===== src/rtl/lvds_tx_pkg.sv =====
// Shared types and constants for the LVDS transmit serializer.
// Contents:
//   state_t              - OFF / SYNC / RUN link state, 2 bits
//   DEFAULT_IDLE_PATTERN - framing word sent while training or when no data is available
//   cnt_width()          - width of a counter that must hold the values 0..n-1
package lvds_tx_pkg;

    typedef enum logic [1:0] {
        ST_OFF  = 2'd0,
        ST_SYNC = 2'd1,
        ST_RUN  = 2'd2
    } state_t;

    localparam int DEFAULT_WIDTH = 10;
    localparam logic [DEFAULT_WIDTH-1:0] DEFAULT_IDLE_PATTERN = 10'b1111100000;

    // Never returns less than one bit, so single-value counters still synthesize.
    function automatic int cnt_width(input int n_values);
        return (n_values <= 2) ? 1 : $clog2(n_values);
    endfunction

endpackage


===== src/rtl/lvds_tx_shifter.sv =====
// Word shift register and bit counter for the LVDS transmit path.
// Ports:
//   clk, rst      - serial bit clock, asynchronous active-high reset
//   i_active      - link is not OFF (qualifies FRAME and boundary)
//   i_clear       - zero the shift register and counter
//   i_load        - load i_load_word and restart the counter (word boundary)
//   i_shift       - shift left one bit and advance the counter
//   i_load_word   - next word to transmit
//   o_dout        - serial bit, equal to the MSB of the shift register
//   o_frame       - DOUT is carrying the first bit of a word
//   o_boundary    - DOUT is carrying the last bit of a word
module lvds_tx_shifter
    import lvds_tx_pkg::*;
#(
    parameter int WIDTH = 10
) (
    input  logic             clk,
    input  logic             rst,
    input  logic             i_active,
    input  logic             i_clear,
    input  logic             i_load,
    input  logic             i_shift,
    input  logic [WIDTH-1:0] i_load_word,
    output logic             o_dout,
    output logic             o_frame,
    output logic             o_boundary
);

    localparam int CNT_W = cnt_width(WIDTH);
    localparam logic [CNT_W-1:0] CNT_LAST = CNT_W'(WIDTH - 1);

    logic [WIDTH-1:0] r_sr;
    logic [CNT_W-1:0] r_cnt;

    // Clear wins over load, load wins over shift; with none asserted the state holds.
    always_ff @(posedge clk or posedge rst) begin
        if (rst) begin
            r_sr  <= '0;
            r_cnt <= '0;
        end else if (i_clear) begin
            r_sr  <= '0;
            r_cnt <= '0;
        end else if (i_load) begin
            r_sr  <= i_load_word;
            r_cnt <= '0;
        end else if (i_shift) begin
            r_sr  <= {r_sr[WIDTH-2:0], 1'b0};
            r_cnt <= r_cnt + 1'b1;
        end
    end

    assign o_dout     = r_sr[WIDTH-1];
    assign o_frame    = i_active & (r_cnt == '0);
    assign o_boundary = i_active & (r_cnt == CNT_LAST);

endmodule


===== src/rtl/lvds_tx_serializer.sv =====
// Parallel-to-serial LVDS transmit stage. Words arrive on a valid/ready
// handshake and are shifted out MSB-first, one bit per clock, after a
// preamble of TRAIN_WORDS idle words. Gaps are filled with the idle
// word and flagged on the sticky UNDERRUN output.
// Ports:
//   C          - bit clock
//   CLR        - asynchronous active-high reset
//   TX_EN      - transmitter enable; low forces the link OFF at the next edge
//   DIN        - parallel data word
//   DIN_VALID  - DIN holds a word
//   DIN_READY  - word accepted on an edge where DIN_VALID & DIN_READY
//   DOUT       - registered serial bit (drives the OBUFDS I input)
//   FRAME      - DOUT carries the first bit of a word
//   UNDERRUN   - sticky: idle word inserted in RUN for lack of data
module lvds_tx_serializer
    import lvds_tx_pkg::*;
#(
    parameter int               WIDTH        = 10,
    parameter logic [WIDTH-1:0] IDLE_PATTERN = WIDTH'(DEFAULT_IDLE_PATTERN),
    parameter int               TRAIN_WORDS  = 16
) (
    input  logic             C,
    input  logic             CLR,
    input  logic             TX_EN,
    input  logic [WIDTH-1:0] DIN,
    input  logic             DIN_VALID,
    output logic             DIN_READY,
    output logic             DOUT,
    output logic             FRAME,
    output logic             UNDERRUN
);

    localparam int TCNT_W = cnt_width(TRAIN_WORDS);
    localparam logic [TCNT_W-1:0] TCNT_LAST = TCNT_W'(TRAIN_WORDS - 1);

    state_t             r_state;
    state_t             w_state_next;
    logic [WIDTH-1:0]   r_hold;
    logic               r_hold_v;
    logic [TCNT_W-1:0]  r_tcnt;
    logic               r_underrun;

    logic               w_active;
    logic               w_boundary;
    logic               w_last_train;
    logic               w_din_ready;
    logic               w_accept;
    logic               w_clear;
    logic               w_load;
    logic               w_shift;
    logic [WIDTH-1:0]   w_load_word;

    assign w_active     = (r_state != ST_OFF);
    assign w_last_train = (r_tcnt == TCNT_LAST);
    assign w_din_ready  = (r_state == ST_RUN) & TX_EN & ~r_hold_v;
    assign w_accept     = DIN_VALID & w_din_ready;

    // State register
    always_ff @(posedge C or posedge CLR) begin
        if (CLR) begin
            r_state <= ST_OFF;
        end else begin
            r_state <= w_state_next;
        end
    end

    // Next-state logic
    always_comb begin
        w_state_next = r_state;
        case (r_state)
            ST_OFF:  if (TX_EN) w_state_next = ST_SYNC;
            ST_SYNC: begin
                if (!TX_EN)
                    w_state_next = ST_OFF;
                else if (w_boundary && w_last_train)
                    w_state_next = ST_RUN;
            end
            ST_RUN:  if (!TX_EN) w_state_next = ST_OFF;
            default: w_state_next = ST_OFF;
        endcase
    end

    // Output / shifter-control logic. At a RUN boundary the held word has
    // priority, then a same-edge bypass of DIN, then an idle fill.
    always_comb begin
        w_clear     = 1'b0;
        w_load      = 1'b0;
        w_shift     = 1'b0;
        w_load_word = IDLE_PATTERN;
        case (r_state)
            ST_OFF: begin
                if (TX_EN) w_load  = 1'b1;
                else       w_clear = 1'b1;
            end
            ST_SYNC: begin
                if (!TX_EN)          w_clear = 1'b1;
                else if (w_boundary) w_load  = 1'b1;
                else                 w_shift = 1'b1;
            end
            ST_RUN: begin
                if (!TX_EN) begin
                    w_clear = 1'b1;
                end else if (w_boundary) begin
                    w_load = 1'b1;
                    if (r_hold_v)
                        w_load_word = r_hold;
                    else if (w_accept)
                        w_load_word = DIN;
                end else begin
                    w_shift = 1'b1;
                end
            end
            default: w_clear = 1'b1;
        endcase
    end

    // Training counter, holding register and underrun flag. Leaving the
    // enabled states discards any held word so a restart begins clean.
    always_ff @(posedge C or posedge CLR) begin
        if (CLR) begin
            r_tcnt     <= '0;
            r_hold     <= '0;
            r_hold_v   <= 1'b0;
            r_underrun <= 1'b0;
        end else if (!TX_EN || (r_state == ST_OFF)) begin
            r_tcnt     <= '0;
            r_hold_v   <= 1'b0;
            r_underrun <= 1'b0;
        end else begin
            if ((r_state == ST_SYNC) && w_boundary && !w_last_train)
                r_tcnt <= r_tcnt + 1'b1;
            if (r_state == ST_RUN) begin
                if (w_boundary) begin
                    if (r_hold_v)
                        r_hold_v <= 1'b0;
                    else if (!w_accept)
                        r_underrun <= 1'b1;
                end else if (w_accept) begin
                    r_hold   <= DIN;
                    r_hold_v <= 1'b1;
                end
            end
        end
    end

    lvds_tx_shifter #(
        .WIDTH (WIDTH)
    ) u_shifter (
        .clk         (C),
        .rst         (CLR),
        .i_active    (w_active),
        .i_clear     (w_clear),
        .i_load      (w_load),
        .i_shift     (w_shift),
        .i_load_word (w_load_word),
        .o_dout      (DOUT),
        .o_frame     (FRAME),
        .o_boundary  (w_boundary)
    );

    assign DIN_READY = w_din_ready;
    assign UNDERRUN  = r_underrun;

endmodule


===== config.mk =====
export PLATFORM = sky130hd
export DESIGN_NAME = lvds_tx_serializer
export DESIGN_NICKNAME = d
export VERILOG_FILES = /design/src/rtl/lvds_tx_pkg.sv /design/src/rtl/lvds_tx_shifter.sv /design/src/rtl/lvds_tx_serializer.sv
export SDC_FILE = /design/constraint.sdc
export NUM_CORES = 1
export LEC_CHECK = 0
export CAP_MARGIN = 15
export CORE_MARGIN = 4
export CORE_UTILIZATION = 51
export CTS_CLUSTER_DIAMETER = 120
export DETAILED_ROUTE_END_ITERATION = 6
export PLACE_DENSITY_LB_ADDON = 0.2
export SLEW_MARGIN = 20
export SYNTH_ARGS = -nofsm -noshare
export SYNTH_HDL_FRONTEND = slang
export SYNTH_HIERARCHICAL = 1
export SYNTH_SLANG_ARGS = --single-unit

===== constraint.sdc =====
create_clock -name C -period 2.4 [get_ports C]
set_clock_uncertainty 0.15 [all_clocks]
set_input_delay 0.24 -clock C [delete_from_list [all_inputs] [get_ports C]]
set_output_delay 0.24 -clock C [all_outputs]
set_load 0.005 [all_outputs]

==> Word level (Yosys, flattened, before mapping) <==
Index checks and enable logic that the tools add are counted.
{ "op_classes": {"n_addsub": 2, "eq_ne": 9, "n_mux": 36, "bitwise_logic": 8, "n_reduce_logical": 20} }
{ "op_table": {"columns": ["cell", "n"], "rows": [
  ["10-bit 2-to-1 mux", 8],
  ["4-bit 2-to-1 mux", 5],
  ["1-bit 2-to-1 mux", 17],
  ["4-bit by 1-bit adder with 4-bit output, second input constant", 2],
  ["4-bit equality test, second input constant", 2],
  ["2-bit 2-to-1 mux", 4],
  ["4-bit AND reduction", 2],
  ["2-bit nonzero test", 4],
  ["2-bit case mux with 3 select lines", 1],
  ["3-bit nonzero test", 2],
  ["1-bit AND", 5],
  ["4-bit zero test", 1],
  ["2-bit by 1-bit != test with 1-bit output, second input constant", 2],
  ["2-bit != test, second input constant", 2],
  ["1-bit logical AND", 3],
  ["3-bit != test, second input constant", 1],
  ["1-bit NOT", 3],
  ["3-bit AND reduction", 1],
  ["3-bit OR reduction", 1],
  ["2-bit by 1-bit equality test with 1-bit output, second input constant", 1],
  ["2-bit equality test, second input constant", 1],
  ["1-bit zero test", 2],
  ["2-bit zero test", 1],
  ["1-bit case mux with 2 select lines", 1],
  ["other kinds (3)", 3]
]} }
{ "totals": {"reg_bits": 32, "input_bits": 14, "output_inout_bits": 4, "elab_cells": 82} }

==> Longest topological paths before layout <==
{ "depth": {"ltp_word": 11, "depth_mapped": 10, "depth_no_buf": 9} }

==> Modules after synthesis <==
Netlist, hierarchy kept.
{ "modules_own_cells": {"columns": ["mod", "instances", "cells_each", "area_each_um2"], "rows": [
  ["lvds_tx_serializer", 1, 112, 1098.6],
  ["lvds_tx_shifter", 1, 69, 785.8]
]} }

==> Worst setup path after synthesis <==
No wires, ideal clock.
{ "synth_timing": {"kind": "register -> register", "start": "reg r_state[0]", "end": "reg u_shifter.r_cnt[3]", "setup_time_ps": 125, "t_arrival_ps": 1965, "required_time_ps": 2125, "slack_ps": 160, "stages_incl_launch_ff": 11, "path_buffers": 2, "synth_period_minus_slack_ps": 2240, "path_cell_list": "dfrtp_1 -> inv_1 -> ha_1 -> inv_1 -> and4b_1 -> buf_2 -> a21oi_1 -> nor2_1 -> buf_6 -> nor3_1 -> mux2_2"} }
{ "synth_via": {"elab_chain_len": 7, "word_cells_on_any_way": 17} }
{ "synth_lines": {"columns": ["item", "line_no", "text"], "rows": [
  ["start, declared", "lvds_tx_serializer.sv:36", "state_t r_state;"],
  ["start signal, assigned", "lvds_tx_serializer.sv:63", "r_state <= w_state_next;"],
  ["2-bit nonzero test (*)", "lvds_tx_serializer.sv:53", "assign w_active = (r_state != ST_OFF);"],
  ["net w_active", "lvds_tx_serializer.sv:43", "logic w_active;"],
  ["1-bit AND (*)", "lvds_tx_shifter.sv:54", "assign o_boundary = i_active & (r_cnt == CNT_LAST);"],
  ["net w_boundary", "lvds_tx_serializer.sv:44", "logic w_boundary;"],
  ["1-bit 2-to-1 mux (*)", "lvds_tx_serializer.sv:97, lvds_tx_serializer.sv:103", null],
  ["1-bit 2-to-1 mux (*)", "lvds_tx_serializer.sv:101", "if (!TX_EN) begin"],
  ["1-bit case mux with 2 select lines (*)", "lvds_tx_serializer.sv:90", "case (r_state)"],
  ["net w_load", "lvds_tx_serializer.sv:49", "logic w_load;"],
  ["4-bit 2-to-1 mux", "lvds_tx_shifter.sv:43", "end else if (i_load) begin"],
  ["4-bit 2-to-1 mux", "lvds_tx_shifter.sv:40", "end else if (i_clear) begin"],
  ["end signal, assigned", "lvds_tx_shifter.sv:48", "r_cnt <= r_cnt + 1'b1;"],
  ["end, declared", "lvds_tx_shifter.sv:33", "logic [CNT_W-1:0] r_cnt;"]
]} }
The timed path passes the listed nets; every way through them passes the cells marked *.
A chain may end at the register's enable or synchronous reset.

==> Worst setup path after layout <==
{ "layout_timing": {"start": "reg r_state[1]", "end": "out FRAME"} }
{ "layout_via": {"elab_chain_len": 2} }
{ "layout_lines": {"columns": ["item", "line_no", "text"], "rows": [
  ["2-bit nonzero test", "lvds_tx_serializer.sv:53", null],
  ["net w_active", "lvds_tx_serializer.sv:43", null],
  ["1-bit AND", "lvds_tx_shifter.sv:53", "assign o_frame = i_active & (r_cnt == '0);"],
  ["end, declared", "lvds_tx_serializer.sv:29", "output logic FRAME,"]
]} }
The timed path passes the listed nets, and every way through them passes these cells.

==> reports/results.ini <==
[floorplan]
die_y_um = 68.8
core_area_um2 = 3440
start_util_pct = 54.7
rows = 21
die_area_um2 = 4730
boundaryPins = 18
dieWidth_um = 68.8

[detailed_routing]
drcViolationCount = 0
drtPass1Iterations = 5
drt_iter0_markers = 104
postRouteAntennaNets = 0
wirelength_um = 3670
wl_per_cell_um = 14.6
viasPerCell = 5.64
via_count = 1415

[setup_path]
start_kind = flip-flop
path_max_fanout = 6
criticalPathCategory = reg2out
cp.arrival_ns = 1.88
crit-reg2reg-launch = r_state[1]
startpoint = r_state[1]
worstPathRequired_ns = 2.01
cp-end-kind = output pin

[pwr]
p_leak_nw = 0.941
switching_share_pct = 30.7
p_per_area_nw_per_um2 = 686
p_switching_uw = 464
seqPwrFrac_pct = 41.3
combinationalPowerShare_pct = 30.5
peakVddDrop_v = 0.000405
p_int_mw = 1.04
p_clk_share_pct = 28.1

[place]
portBuffers = 17
gp_congestion = 0.806
placed_cell_area_um2 = 2090
pre_cts_ws_ns = 0.134
dp_hpwl_um = 2730

[timing]
fmax_mhz = 440
period_needed_ns = 2.27
tightest_slew_ns = 0.693
rsz0062_at_grt = no
setup_ws_ns = 0.126
hold_viol_final = 0
slew_viol_final = 0
setup_viol = 0
fin_crit_sh_pct = 94.7
tns_ns = 0
max_slew_margin_pct = 53.7

[clock_tree]
clk_path_buf_depth = 2
cts_sinks = 32
cts_made_buffers = 5
cts_tree = done
clock_latency_ns = 0.28
htree_levels = 2
clk_pin_slew_ns = 0.07
cts_root_buf = clkbuf_8

[final_layout]
antenna_cells = 0
multi_input_area_um2 = 988
drive_gt1_share_pct = 16.1
n_fill_cell = 287
final_util_pct = 63.8
syn2layout_area_growth_pct = 16.6
mostFrequentLayoutCells = dfrtp_1 (32), nand2_1 (17), clkdlybuf4s50_1 (17)
fin_nets = 226
fin_area_um2 = 2200
regArea_um2 = 801
mostFrequentLayoutCell = dfrtp_1

[yosys]
synth_ff_type = dfrtp_1
async_flop_share_pct = 100
syn_nets = 203
synthCells = 181
synth-seq-cells = 32
ys_seq_area_share_pct = 42.5
ys_warn_count = 6
yosysUniqueCellTypes = 39
synth_edf_count = 0
syn_area_um2 = 1880
syn_area_per_cell_um2 = 10.4

[global_routing]
antenna_found_initial = 0
grt_max_degree = 19
grt-ovfl-total = 0
grt_pass1_wl_um = 6330
gr-usage-all-layers_pct = 18.5
grt_pass1_vias = 1431

[run]
cap_viol_max_count = 0

[hold_path]
min_path_type = in2async

[run_status]
status = finished, final reports clean

-- worst max-delay path: stages, from the launching register on --
cell,delay [ns]
dfrtp_1,0.40
inv_1,0.09
ha_1,0.20
inv_1,0.14
nor4bb_2,0.23
clkdlybuf4s50_1,0.55
-- through the flow --
| step | power [mW] | hold WS [ns] | std cells |
|---|---|---|---|
| 2_1_floorplan | 0.963 | -0.0208 | 181 |
| 3_3_place_gp | 1.07 | 0.337 | 243 |
| 3_5_place_dp | 1.09 | 0.345 | 243 |
| 4_1_cts | 1.52 | 0.198 | 251 |
| 5_1_grt | 1.60 | 0.226 | 251 |
| 6_report | 1.51 | 0.186 | 251 |
-- cell families after synthesis --
| group | after synthesis | synth area share [%] |
|---|---|---|
| simple gates | 63 | 19.6 |
| compound gates | 34 | 11.9 |
| fa+ha+maj | 8 | 5.31 |
| flops | 32 | 42.5 |
| buf+inv | 17 | 5.71 |
| xor+xnor | 1 | 0.465 |
| mux | 26 | 14.5 |
-- power by group through the flow --
stage               sequential [mW]  combinational [mW]  clock, mW
finish                        0.623               0.460      0.424
global route                  0.630               0.513      0.460
CTS                           0.624               0.456      0.437
detailed placement            0.634               0.453          0
global placement              0.631               0.443          0
floorplan                     0.633               0.330          0
-- state kept, by name, summed over array words and instances (netlist names) --
name,count
r_hold_v,1
u_shifter/r_cnt,4
r_hold,10
UNDERRUN,1
r_state,2
r_tcnt,4
u_shifter/r_sr,10
-- synth_stat cells (5+ instances only) --
master / instances / area share [%]
a211oi_1: 9 / 3.6
a21oi_1: 10 / 2.7
a31oi_1: 5 / 1.7
dfrtp_1: 32 / 42
ha_1: 8 / 5.3
inv_1: 7 / 1.4
mux2_2: 11 / 6.6
mux2i_1: 15 / 8.0
nand2_1: 17 / 3.4
nand3b_1: 6 / 2.4
nor2_1: 9 / 1.8
nor2b_1: 10 / 3.3
-- routing by layer --
| metal | GRT usage [%] | vias up | share of wire, % |
|---|---|---|---|
| li1 | - | 699 | - |
| met1 | 21.5 | 690 | 44 |
| met2 | 31.6 | 20 | 51 |
| met3 | 5.83 | 6 | 3.5 |
| met4 | 7.06 | 0 | 1.6 |
| met5 | 0 | - | 0 |
-- cell type report --
cell class | count | share of cell area [%]
Clock buffer | 8 | 4.10
Inverter | 8 | 1.37
Multi-Input combinational cell | 132 | 45.0
Sequential cell | 32 | 36.4
Tap cell | 46 | 2.62
Timing Repair Buffer | 25 | 10.5
-- path summary, 6_finish.rpt --
path	endpoint	slack, ns	cells past startpoint
worst max-delay path	FRAME	0.13	5
worst min-delay path	u_shifter/r_cnt[3]	0.19	2
worst max register to register	u_shifter/r_sr[0]	0.18	9
worst min register to register	r_hold[7]	0.36	1
max in group asynchronous	r_hold[7]	1.41	2
min in group C	r_hold[7]	0.36	1
-- repair_timing --
| action | in CTS | in global routing |
|---|---|---|
| buffers inserted | 0 | 0 |
| setup endpoints to repair | 0 | 12 |
| resized for setup | 0 | 3 |
| hold buffers | 0 | 0 |
No activity file was read; power rests on OpenSTA's default activity.
